**src/rtl/lsu_pkg.sv**
```systemverilog
// Shared types and constants for the LSU AXI4-Lite initiator.
package lsu_pkg;

    typedef enum logic [1:0] {
        SZ_B = 2'b00,
        SZ_H = 2'b01,
        SZ_W = 2'b10
    } mem_size_t;

    localparam logic [1:0] RESP_OKAY   = 2'b00;
    localparam logic [1:0] RESP_SLVERR = 2'b10;
    localparam logic [1:0] RESP_DECERR = 2'b11;

    typedef enum logic [2:0] {
        IDLE    = 3'd0,
        RD_ADDR = 3'd1,
        RD_DATA = 3'd2,
        WR_REQ  = 3'd3,
        WR_RESP = 3'd4,
        RESP    = 3'd5
    } lsu_state_t;

endpackage

```
**src/rtl/axi_lite_if.sv**
```systemverilog
// AXI4-Lite bundle, 32-bit address and data, with initiator/target views.
interface axi_lite_if;

    logic [31:0] araddr;
    logic        arvalid;
    logic        arready;
    logic [31:0] rdata;
    logic [1:0]  rresp;
    logic        rvalid;
    logic        rready;
    logic [31:0] awaddr;
    logic        awvalid;
    logic        awready;
    logic [31:0] wdata;
    logic [3:0]  wstrb;
    logic        wvalid;
    logic        wready;
    logic [1:0]  bresp;
    logic        bvalid;
    logic        bready;

    modport master (
        output araddr, arvalid, input arready,
        input  rdata, rresp, rvalid, output rready,
        output awaddr, awvalid, input awready,
        output wdata, wstrb, wvalid, input wready,
        input  bresp, bvalid, output bready
    );

    modport slave (
        input  araddr, arvalid, output arready,
        output rdata, rresp, rvalid, input rready,
        input  awaddr, awvalid, output awready,
        input  wdata, wstrb, wvalid, output wready,
        output bresp, bvalid, input bready
    );

endinterface

```
**src/rtl/lsu_align.sv**
```systemverilog
// Byte-lane steering: store strobes/replication, load shift and extension,
// and alignment checking for byte/half/word accesses.
module lsu_align
    import lsu_pkg::*;
(
    input  logic [1:0]  addr_lo,
    input  logic [1:0]  size,
    input  logic        is_unsigned,
    input  logic [31:0] wdata,
    input  logic [31:0] rdata,
    output logic [3:0]  wstrb,
    output logic [31:0] wdata_lane,
    output logic [31:0] rdata_ext,
    output logic        misaligned,
    output logic        size_invalid
);

    logic [31:0] rdata_shift;

    always_comb begin
        rdata_shift  = rdata >> {addr_lo, 3'b000};
        wstrb        = 4'b0000;
        wdata_lane   = wdata;
        rdata_ext    = rdata_shift;
        misaligned   = 1'b0;
        size_invalid = 1'b0;
        case (size)
            SZ_B: begin
                wstrb      = 4'b0001 << addr_lo;
                wdata_lane = {4{wdata[7:0]}};
                rdata_ext  = is_unsigned ? {24'h0, rdata_shift[7:0]}
                                         : {{24{rdata_shift[7]}}, rdata_shift[7:0]};
            end
            SZ_H: begin
                wstrb      = 4'b0011 << addr_lo;
                wdata_lane = {2{wdata[15:0]}};
                rdata_ext  = is_unsigned ? {16'h0, rdata_shift[15:0]}
                                         : {{16{rdata_shift[15]}}, rdata_shift[15:0]};
                misaligned = addr_lo[0];
            end
            SZ_W: begin
                wstrb      = 4'b1111;
                misaligned = |addr_lo;
            end
            default: begin
                // 2'b11 has no meaning; it is rejected like a misaligned access
                misaligned   = 1'b1;
                size_invalid = 1'b1;
            end
        endcase
    end

endmodule

```
**src/rtl/lsu_axi_master.sv**
```systemverilog
// AXI4-Lite initiator for the LSU: one outstanding load or store, converted
// into a read or write transaction with lane steering and error reporting.
//
// state   | meaning
// --------+-------------------------------------------------------------
// IDLE    | ready for a request; misaligned ones go straight to RESP
// RD_ADDR | arvalid held until arready
// RD_DATA | rready held until rvalid; load data extended and captured
// WR_REQ  | awvalid/wvalid held independently until each handshakes
// WR_RESP | bready held until bvalid
// RESP    | rsp_valid held, outputs frozen until rsp_ready
module lsu_axi_master
    import lsu_pkg::*;
#(
    parameter int MISALIGN_TRAP = 1
) (
    input  logic        clk,
    input  logic        reset,
    input  logic        req_valid,
    output logic        req_ready,
    input  logic        req_we,
    input  logic [31:0] req_addr,
    input  logic [1:0]  req_size,
    input  logic        req_unsigned,
    input  logic [31:0] req_wdata,
    output logic        rsp_valid,
    input  logic        rsp_ready,
    output logic [31:0] rsp_rdata,
    output logic        rsp_err,
    axi_lite_if.master  m
);

    lsu_state_t  state;
    logic [31:0] addr_q;
    logic [1:0]  size_q;
    logic        unsigned_q;
    logic        aw_done;
    logic        w_done;

    logic [1:0]  al_addr;
    logic [1:0]  al_size;
    logic        al_unsigned;
    logic [3:0]  al_wstrb;
    logic [31:0] al_wdata;
    logic [31:0] al_rdata;
    logic        al_misaligned;
    logic        al_size_invalid;
    logic        trap;
    logic        aw_hs;
    logic        w_hs;

    // In IDLE the aligner looks at the incoming request so strobes and the
    // trap decision are ready at accept; afterwards it sees the latched one.
    assign al_addr     = (state == IDLE) ? req_addr[1:0] : addr_q[1:0];
    assign al_size     = (state == IDLE) ? req_size      : size_q;
    assign al_unsigned = (state == IDLE) ? req_unsigned  : unsigned_q;

    lsu_align u_align (
        .addr_lo      (al_addr),
        .size         (al_size),
        .is_unsigned  (al_unsigned),
        .wdata        (req_wdata),
        .rdata        (m.rdata),
        .wstrb        (al_wstrb),
        .wdata_lane   (al_wdata),
        .rdata_ext    (al_rdata),
        .misaligned   (al_misaligned),
        .size_invalid (al_size_invalid)
    );

    assign trap     = al_size_invalid | ((MISALIGN_TRAP != 0) & al_misaligned);
    assign aw_hs    = m.awvalid & m.awready;
    assign w_hs     = m.wvalid & m.wready;
    assign m.araddr = addr_q;
    assign m.awaddr = addr_q;

    always_ff @(posedge clk) begin
        if (reset) begin
            state      <= IDLE;
            req_ready  <= 1'b1;
            rsp_valid  <= 1'b0;
            rsp_err    <= 1'b0;
            rsp_rdata  <= 32'h0;
            m.arvalid  <= 1'b0;
            m.rready   <= 1'b0;
            m.awvalid  <= 1'b0;
            m.wvalid   <= 1'b0;
            m.bready   <= 1'b0;
            m.wdata    <= 32'h0;
            m.wstrb    <= 4'h0;
            addr_q     <= 32'h0;
            size_q     <= 2'b00;
            unsigned_q <= 1'b0;
            aw_done    <= 1'b0;
            w_done     <= 1'b0;
        end else begin
            case (state)
                IDLE: begin
                    if (req_valid) begin
                        req_ready  <= 1'b0;
                        addr_q     <= req_addr;
                        size_q     <= req_size;
                        unsigned_q <= req_unsigned;
                        m.wdata    <= al_wdata;
                        m.wstrb    <= al_wstrb;
                        aw_done    <= 1'b0;
                        w_done     <= 1'b0;
                        if (trap) begin
                            state     <= RESP;
                            rsp_valid <= 1'b1;
                            rsp_err   <= 1'b1;
                            rsp_rdata <= 32'h0;
                        end else if (req_we) begin
                            state     <= WR_REQ;
                            m.awvalid <= 1'b1;
                            m.wvalid  <= 1'b1;
                        end else begin
                            state     <= RD_ADDR;
                            m.arvalid <= 1'b1;
                        end
                    end
                end
                RD_ADDR: begin
                    if (m.arready) begin
                        m.arvalid <= 1'b0;
                        m.rready  <= 1'b1;
                        state     <= RD_DATA;
                    end
                end
                RD_DATA: begin
                    if (m.rvalid) begin
                        m.rready  <= 1'b0;
                        rsp_valid <= 1'b1;
                        rsp_err   <= (m.rresp != RESP_OKAY);
                        rsp_rdata <= (m.rresp != RESP_OKAY) ? 32'h0 : al_rdata;
                        state     <= RESP;
                    end
                end
                WR_REQ: begin
                    if (aw_hs) begin
                        m.awvalid <= 1'b0;
                        aw_done   <= 1'b1;
                    end
                    if (w_hs) begin
                        m.wvalid <= 1'b0;
                        w_done   <= 1'b1;
                    end
                    if ((aw_done | aw_hs) & (w_done | w_hs)) begin
                        m.bready <= 1'b1;
                        state    <= WR_RESP;
                    end
                end
                WR_RESP: begin
                    if (m.bvalid) begin
                        m.bready  <= 1'b0;
                        rsp_valid <= 1'b1;
                        rsp_err   <= (m.bresp != RESP_OKAY);
                        rsp_rdata <= 32'h0;
                        state     <= RESP;
                    end
                end
                RESP: begin
                    if (rsp_ready) begin
                        rsp_valid <= 1'b0;
                        rsp_err   <= 1'b0;
                        rsp_rdata <= 32'h0;
                        req_ready <= 1'b1;
                        state     <= IDLE;
                    end
                end
                default: begin
                    state     <= IDLE;
                    req_ready <= 1'b1;
                end
            endcase
        end
    end

endmodule

```
**src/flat_wrapper.sv**
```systemverilog
// flat-port wrapper written by rule: the top's interface ports become plain ports
module lsu_axi_master_flat import lsu_pkg::*;
#(
    parameter int MISALIGN_TRAP = 1
)
  (clk, reset, req_valid, req_ready, req_we, req_addr, req_size, req_unsigned, req_wdata, rsp_valid, rsp_ready, rsp_rdata, rsp_err, m_araddr, m_arvalid, m_arready, m_rdata, m_rresp, m_rvalid, m_rready, m_awaddr, m_awvalid, m_awready, m_wdata, m_wstrb, m_wvalid, m_wready, m_bresp, m_bvalid, m_bready);
  axi_lite_if m_i ();
  input  logic clk;
  input  logic reset;
  input  logic req_valid;
  output logic req_ready;
  input  logic req_we;
  input  logic [31:0] req_addr;
  input  logic [1:0] req_size;
  input  logic req_unsigned;
  input  logic [31:0] req_wdata;
  output logic rsp_valid;
  input  logic rsp_ready;
  output logic [31:0] rsp_rdata;
  output logic rsp_err;
  output wire logic [$bits(m_i.araddr)-1:0] m_araddr;
  output wire logic [$bits(m_i.arvalid)-1:0] m_arvalid;
  input wire logic [$bits(m_i.arready)-1:0] m_arready;
  input wire logic [$bits(m_i.rdata)-1:0] m_rdata;
  input wire logic [$bits(m_i.rresp)-1:0] m_rresp;
  input wire logic [$bits(m_i.rvalid)-1:0] m_rvalid;
  output wire logic [$bits(m_i.rready)-1:0] m_rready;
  output wire logic [$bits(m_i.awaddr)-1:0] m_awaddr;
  output wire logic [$bits(m_i.awvalid)-1:0] m_awvalid;
  input wire logic [$bits(m_i.awready)-1:0] m_awready;
  output wire logic [$bits(m_i.wdata)-1:0] m_wdata;
  output wire logic [$bits(m_i.wstrb)-1:0] m_wstrb;
  output wire logic [$bits(m_i.wvalid)-1:0] m_wvalid;
  input wire logic [$bits(m_i.wready)-1:0] m_wready;
  input wire logic [$bits(m_i.bresp)-1:0] m_bresp;
  input wire logic [$bits(m_i.bvalid)-1:0] m_bvalid;
  output wire logic [$bits(m_i.bready)-1:0] m_bready;
  assign m_araddr = m_i.araddr;
  assign m_arvalid = m_i.arvalid;
  assign m_i.arready = m_arready;
  assign m_i.rdata = m_rdata;
  assign m_i.rresp = m_rresp;
  assign m_i.rvalid = m_rvalid;
  assign m_rready = m_i.rready;
  assign m_awaddr = m_i.awaddr;
  assign m_awvalid = m_i.awvalid;
  assign m_i.awready = m_awready;
  assign m_wdata = m_i.wdata;
  assign m_wstrb = m_i.wstrb;
  assign m_wvalid = m_i.wvalid;
  assign m_i.wready = m_wready;
  assign m_i.bresp = m_bresp;
  assign m_i.bvalid = m_bvalid;
  assign m_bready = m_i.bready;
  lsu_axi_master #(.MISALIGN_TRAP(MISALIGN_TRAP)) u_core (.clk(clk), .reset(reset), .req_valid(req_valid), .req_ready(req_ready), .req_we(req_we), .req_addr(req_addr), .req_size(req_size), .req_unsigned(req_unsigned), .req_wdata(req_wdata), .rsp_valid(rsp_valid), .rsp_ready(rsp_ready), .rsp_rdata(rsp_rdata), .rsp_err(rsp_err), .m(m_i));
endmodule
```
**config.mk**
```make
export PLATFORM = sky130hd
export DESIGN_NAME = lsu_axi_master_flat
export DESIGN_NICKNAME = d
export VERILOG_FILES = /design/src/rtl/lsu_pkg.sv /design/src/rtl/axi_lite_if.sv /design/src/rtl/lsu_align.sv /design/src/rtl/lsu_axi_master.sv /design/src/flat_wrapper.sv
export SDC_FILE = /design/constraint.sdc
export NUM_CORES = 1
export LEC_CHECK = 0
export CORE_ASPECT_RATIO = 1.75
export CORE_MARGIN = 2
export CORE_UTILIZATION = 30
export DETAILED_ROUTE_END_ITERATION = 12
export GPL_TIMING_DRIVEN = 0
export HOLD_SLACK_MARGIN = 0.05
export PLACE_DENSITY = 0.6
export SLEW_MARGIN = 20
export SYNTH_ARGS = -nofsm -noshare
export SYNTH_HDL_FRONTEND = slang
export SYNTH_SLANG_ARGS = --single-unit
```
**constraint.sdc**
```tcl
create_clock -name clk -period 3 [get_ports clk]
set_input_delay 0.6 -clock clk [delete_from_list [all_inputs] [get_ports clk]]
set_output_delay 0.6 -clock clk [all_outputs]
set_load 0.005 [all_outputs]
```
Word level (Yosys, flattened, before mapping)
Cells that the tools add are included.

Eq/ne operators: 19. Shift operators: 3. Multiplexer cells: 60. Bitwise gates (word level): 7. Reductions and logical operators: 23.

Operators with widths (number): $mux W32 (8); $pmux W32 S2 (2); $pmux W32 S4 (1); $shr A32 B5 Y32 (1); $mux W1 (26); $mux W3 (7); $pmux W3 S6 (1); $ne A2 B2 Y1 const B (8); $reduce_and A3 Y1 (5); $reduce_and A5 Y1 (3); $pmux W1 S2 (7); $pmux W4 S3 (1); $reduce_and A6 Y1 (2); $reduce_bool A2 Y1 (6); $ne A2 B1 Y1 const B (4); $pmux W1 S4 (2); $eq A3 B2 Y1 const B (2); $eq A3 B3 Y1 const B (2); $mux W2 (3); $pmux W1 S3 (2); $reduce_bool A4 Y1 (1); $reduce_or A4 Y1 (1); $shl A1 B2 Y4 const A (1); $shl A2 B2 Y4 const A (1); other kinds (11) (15).

Flip-flop bits (word level): 116. Input port bits: 113. Output and inout port bits: 140.

Depth between registers and ports, before layout
Depth in word-level cells: 9. Mapped depth: 8.

Hierarchy
From an unflattened synthesis, not the netlist that was laid out.

Cell total of the unflattened synthesis: 789. Area total of the unflattened synthesis: 6542.5 µm².

By module, submodules not included: lsu_axi_master (instances 1, cells each 600, area each 5147.4 µm², seq. area each 2322.2 µm²); lsu_align (instances 1, cells each 189, area each 1395.1 µm², seq. area each 0.0 µm²).

Worst setup path before layout
No wires, ideal clock.

Kind: input -> register. Start point: input port req_addr[1]. End point: register u_core.rsp_rdata[16]. Setup time: 117 ps. Arrival: 2185 ps. Required time: 2883 ps. Path slack: 698 ps. Stages on the path: 6. Path buffers: 1. Cells stage by stage: clkbuf_1 -> mux4_2 -> a32oi_1 -> nor2b_1 -> o31a_2 -> a22o_1.

Cells in the longest elaborated chain, start to end: 7. Elaborated cells between the ends (all ways): 13. Classes of those cells: eq/ne: 1; shift: 1; mux: 8; bitwise: 1; reduce/logical: 2.

Ends and longest elaborated chain: from (decl) (line flat_wrapper.sv:13) `input logic [31:0] req_addr;`; $mux W2 (*) (line lsu_axi_master.sv:54) `assign al_addr = (state == IDLE) ? req_addr[1:0] : addr_q[1:0];`; $shr A32 B5 Y32 (line lsu_align.sv:21) `rdata_shift = rdata >> {addr_lo, 3'b000};`; $mux W32, on equally long branches (line lsu_align.sv:37, lsu_align.sv:31); $pmux W32 S2 (line lsu_align.sv:27) `case (size)`; $mux W32 (line lsu_axi_master.sv:135) `rsp_rdata <= (m.rresp != RESP_OKAY) ? 32'h0 : al_rdata;`; $mux W32 (line lsu_axi_master.sv:131) `if (m.rvalid) begin`; $pmux W32 S4 (line lsu_axi_master.sv:97) `case (state)`; to (signal assigned) (line lsu_axi_master.sv:135); to (decl) (line lsu_axi_master.sv:28) `output logic [31:0] rsp_rdata,`.

Every way passes the cells marked *; elsewhere a longest branch is shown, timed or not. The select of a mux whose other input is x is not followed. A chain may end at the register's enable or synchronous reset.

Final worst setup path
Start point: register u_core.state[0]. End point: register u_core.rsp_rdata[22].

Cells in the longest elaborated chain, start to end: 8. Elaborated cells between the ends (all ways): 29. Classes of those cells: eq/ne: 10; shift: 1; mux: 11; bitwise: 1; reduce/logical: 6.

Ends and longest elaborated chain: from (decl) (line lsu_axi_master.sv:33) `lsu_state_t state;`; from (signal assigned) (line lsu_axi_master.sv:79) `state <= IDLE;`; from (signal assigned) (line lsu_axi_master.sv:109) `state <= RESP;`; from (signal assigned) (line lsu_axi_master.sv:114) `state <= WR_REQ;`; $logic_not A3 Y1; $mux W2, on equally long branches (line lsu_axi_master.sv:54, lsu_axi_master.sv:55); $shr A32 B5 Y32 (tied with other cells) (line lsu_align.sv:21); $mux W32 (tied with other cells) (line lsu_align.sv:37) `rdata_ext = is_unsigned ? {16'h0, rdata_shift[15:0]}`; $pmux W32 S2 or $mux W1 (tied branches) (line lsu_align.sv:27); $mux W32 or $or A1 B1 Y1 (tied branches) (line lsu_axi_master.sv:135, lsu_axi_master.sv:71); $mux W32 or $ne A2 B1 Y1 (tied branches); $pmux W32 S4 or $reduce_and A6 Y1 (tied branches).

Several ways; a longest one is shown, not always the timed one. The select of a mux whose other input is x is not followed.

==> results.py <==
metrics = {
    "setup_path": {
        "arrival_ps": 2860,
        "critPathKind": "register to register",
        "cp-start-kind": "register",
        "cp_slowest_cell": "mux2i_2",
        "path_common_cell": "buf_4",
        "cpPeakStageDelay_ps": 510,
        "crit_path_end_kind": "register",
        "crit_required_ps": 3300,
        "path_cells": "buf_6 > nor3_2 > buf_4 > mux2i_2 > buf_4 > mux2i_1 > o21ai_0 > a22o_1",
        "cp_max_fo": 10,
    },
    "synthesis": {
        "syn_inst": 662,
        "yosysTopAreaCell": "dfxtp_1",
        "synth_seq_cells": 116,
        "async_flop_share": 0,
        "yosys.cell_types.count": 56,
        "synth_nets": 775,
        "synth_area_leaders": "dfxtp_1 41%, nand2_1 9.4%, mux2i_1 7.9%",
        "seq_area_frac_synth": 0.414,
        "syn_area_per_cell_um2": 8.47,
        "syn_area_um2": 5610,
        "ys.flop_type": "dfxtp_1",
        "synth_top_area_frac": 0.414,
        "synth_edf_count": 0,
        "yosys_warnings": 0,
    },
    "outcome": {
        "run_status": "finished, final reports clean",
    },
    "clock_network": {
        "cts_hold_buf": 0,
        "cts_tree": "yes",
        "htree_levels": 4,
        "clock_latency_ps": 410,
        "cts_buffer_depth": 2,
        "post_cts_resized": 0,
        "cts_sinks": 116,
        "post_cts_buffers": 0,
        "root_buffer": "clkbuf_16",
        "cts_buffers": 17,
        "clk_pin_slew_ps": 60,
    },
    "timing": {
        "clock_skew_ps": 8.73,
        "min_period_ps": 2560,
        "setup_viol": 0,
        "tns_ps": 0,
        "timing.fmax_mhz": 390,
        "hold_violations": 0,
        "slew_viol_final": 0,
        "period_share": 0.854,
        "worst_pin_slew_ps": 756,
        "rsz0062_at_grt": "no",
        "slew_headroom": 0.481,
    },
    "detailed_routing": {
        "ant_nets": 0,
        "routedWlPerCell_um": 18.1,
        "num_vias": 5766,
        "dr.pass1.iters": 5,
        "drc": 0,
        "drtIter0Drc": 235,
        "drt-vias-per-instance": 4.88,
        "drt_wl_total_um": 21300,
    },
    "die": {
        "die_y_um": 185,
        "rows": 66,
        "start_util": 0.303,
        "die_area_um2": 19800,
        "num_io_pins": 253,
        "core-area_um2": 18500,
        "fp.dieW_um": 107,
    },
    "global_routing": {
        "grt-ovfl-total": 0,
        "grt_use_total": 0.212,
        "antenna_found_initial": 0,
        "grt_pass1_vias": 5772,
        "grt_max_degree": 17,
        "grt_pass1_wl_um": 32100,
    },
    "power_and_ir_drop": {
        "leakage_nw": 3.46,
        "irDropWorstVdd_mv": 0.414,
        "powerDensity_nw_per_um2": 834,
    },
    "final_layout": {
        "stdcell_count": 1181,
        "antennaDiodeCount": 0,
        "drive_above_1_share": 0.106,
        "layout.nets": 1043,
        "area_growth_pct": 60.9,
    },
    "placement": {
        "place.gp.congestion": 0.870,
        "dpl.cell_count": 1149,
        "portBuffers": 249,
        "dp_hpwl_um": 16700,
    },
    "min_path": {
        "min_path_type": "register to register",
    },
    "run": {
        "cap_violations": 0,
    },
}
## Yosys cell counts (3+ instances only)
| cell type | count |
|---|---|
| o211ai_1 | 10 |
| nand2_1 | 140 |
| o21ai_0 | 11 |
| nand3b_1 | 3 |
| o2bb2ai_1 | 8 |
| mux2i_2 | 3 |
| nor3_1 | 7 |
| nand2b_1 | 4 |
| mux2_2 | 4 |
| clkbuf_1 | 32 |
| a21oi_1 | 69 |
| nor2_1 | 42 |
| nand3_1 | 10 |
| buf_1 | 5 |
| o31ai_1 | 4 |
| mux2i_1 | 44 |
| or3_1 | 3 |
| inv_1 | 8 |
| a211o_1 | 8 |
| dfxtp_1 | 116 |
| buf_4 | 36 |
| a311oi_1 | 18 |
| buf_2 | 9 |
| a22o_1 | 23 |
## per-stage QoR
stage           util  area [um^2]  hold slack (ps)  power [W]  setup slack [ps]
2_1_floorplan      -         5610              437    0.00388               698
3_3_place_gp   0.454         8400              432    0.00542               161
3_5_place_dp   0.454         8400              441    0.00545               157
4_1_cts        0.488         9020              448    0.00762               412
5_1_grt        0.488         9020              466    0.00797               264
6_report       0.488         9020              446    0.00753               438
## worst paths after layout
path	startpoint	slack [ps]	to	depth (start not counted)
worst min-delay path	u_core.rsp_valid	450	u_core.rsp_valid	2
worst max register to register	u_core.state[0]	440	u_core.rsp_rdata[22]	8
worst min register to register	u_core.rsp_valid	450	u_core.rsp_valid	2
worst max-delay path	u_core.state[0]	440	u_core.rsp_rdata[22]	8
## cells by family after synthesis
group	after synthesis	synth area share
AOI/OAI and AO/OA	177	0.219
buffers and inverters	91	0.0884
DFF	116	0.414
muxes	54	0.105
and+or+nand+nor	224	0.174
## cell type report
type                       count  area (um^2)
clock buffer                  19          453
multi-input combinational    455         2790
sequential                   116         2320
fill                        1843         9480
tap                          238          298
timing repair buffer         249         2490
buffer                        83          465
clock inverter                13          173
inverter                       8         30.0
## sequential cells by signal (all words and copies together) (netlist names)
name,flops
u_core.m.rready,1
u_core.unsigned_q,1
u_core.state,3
u_core.m.awvalid,1
u_core.m.wdata,32
u_core.w_done,1
u_core.m.wvalid,1
u_core.m.arvalid,1
u_core.req_ready,1
u_core.m.wstrb,4
u_core.size_q,2
u_core.rsp_valid,1
u_core.aw_done,1
u_core.rsp_err,1
u_core.m.bready,1
u_core.m.araddr,32
u_core.rsp_rdata,32
## power by group
part / switching (W) / leakage (nW) / total, W / internal [W]
Combinational: 0.00167 / 2.22 / 0.00329 / 0.00162
Clock: 0.000784 / 0.293 / 0.00215 / 0.00136
Sequential: 0.000222 / 0.947 / 0.00209 / 0.00187
## layout by cell type (no fill, tap or decap), drive strengths merged, types with 10 or more instances in the layout
cell type and instances:
mux2i 47, o211ai 10, a22o 23, o21ai 13, clkdlybuf4s50 249, a311oi 18
nor2 42, nand3 10, clkbuf 51, buf 51, a21oi 71, dfxtp 116
inv 12, nand2 140
## layer usage
metal / vias to the layer above / part of all wire / GRT usage
met1: 2699 / 0.36 / 0.219
li1: 2862 / - / -
met2: 181 / 0.56 / 0.411
met3: 24 / 0.054 / 0.0412
met4: 0 / 0.023 / 0.0831
met5: - / 0 / 0
## worst max-delay path, delay by kind of cell, from the launching register on
family | cells | cell delay [ps]
multiplexers | 2 | 870
AND/OR/NAND/NOR | 1 | 220
AO/OA/AOI/OAI | 2 | 330
buffers and inverters | 3 | 700
flip-flops | 1 | 310
(Power assumes the default switching activity.)
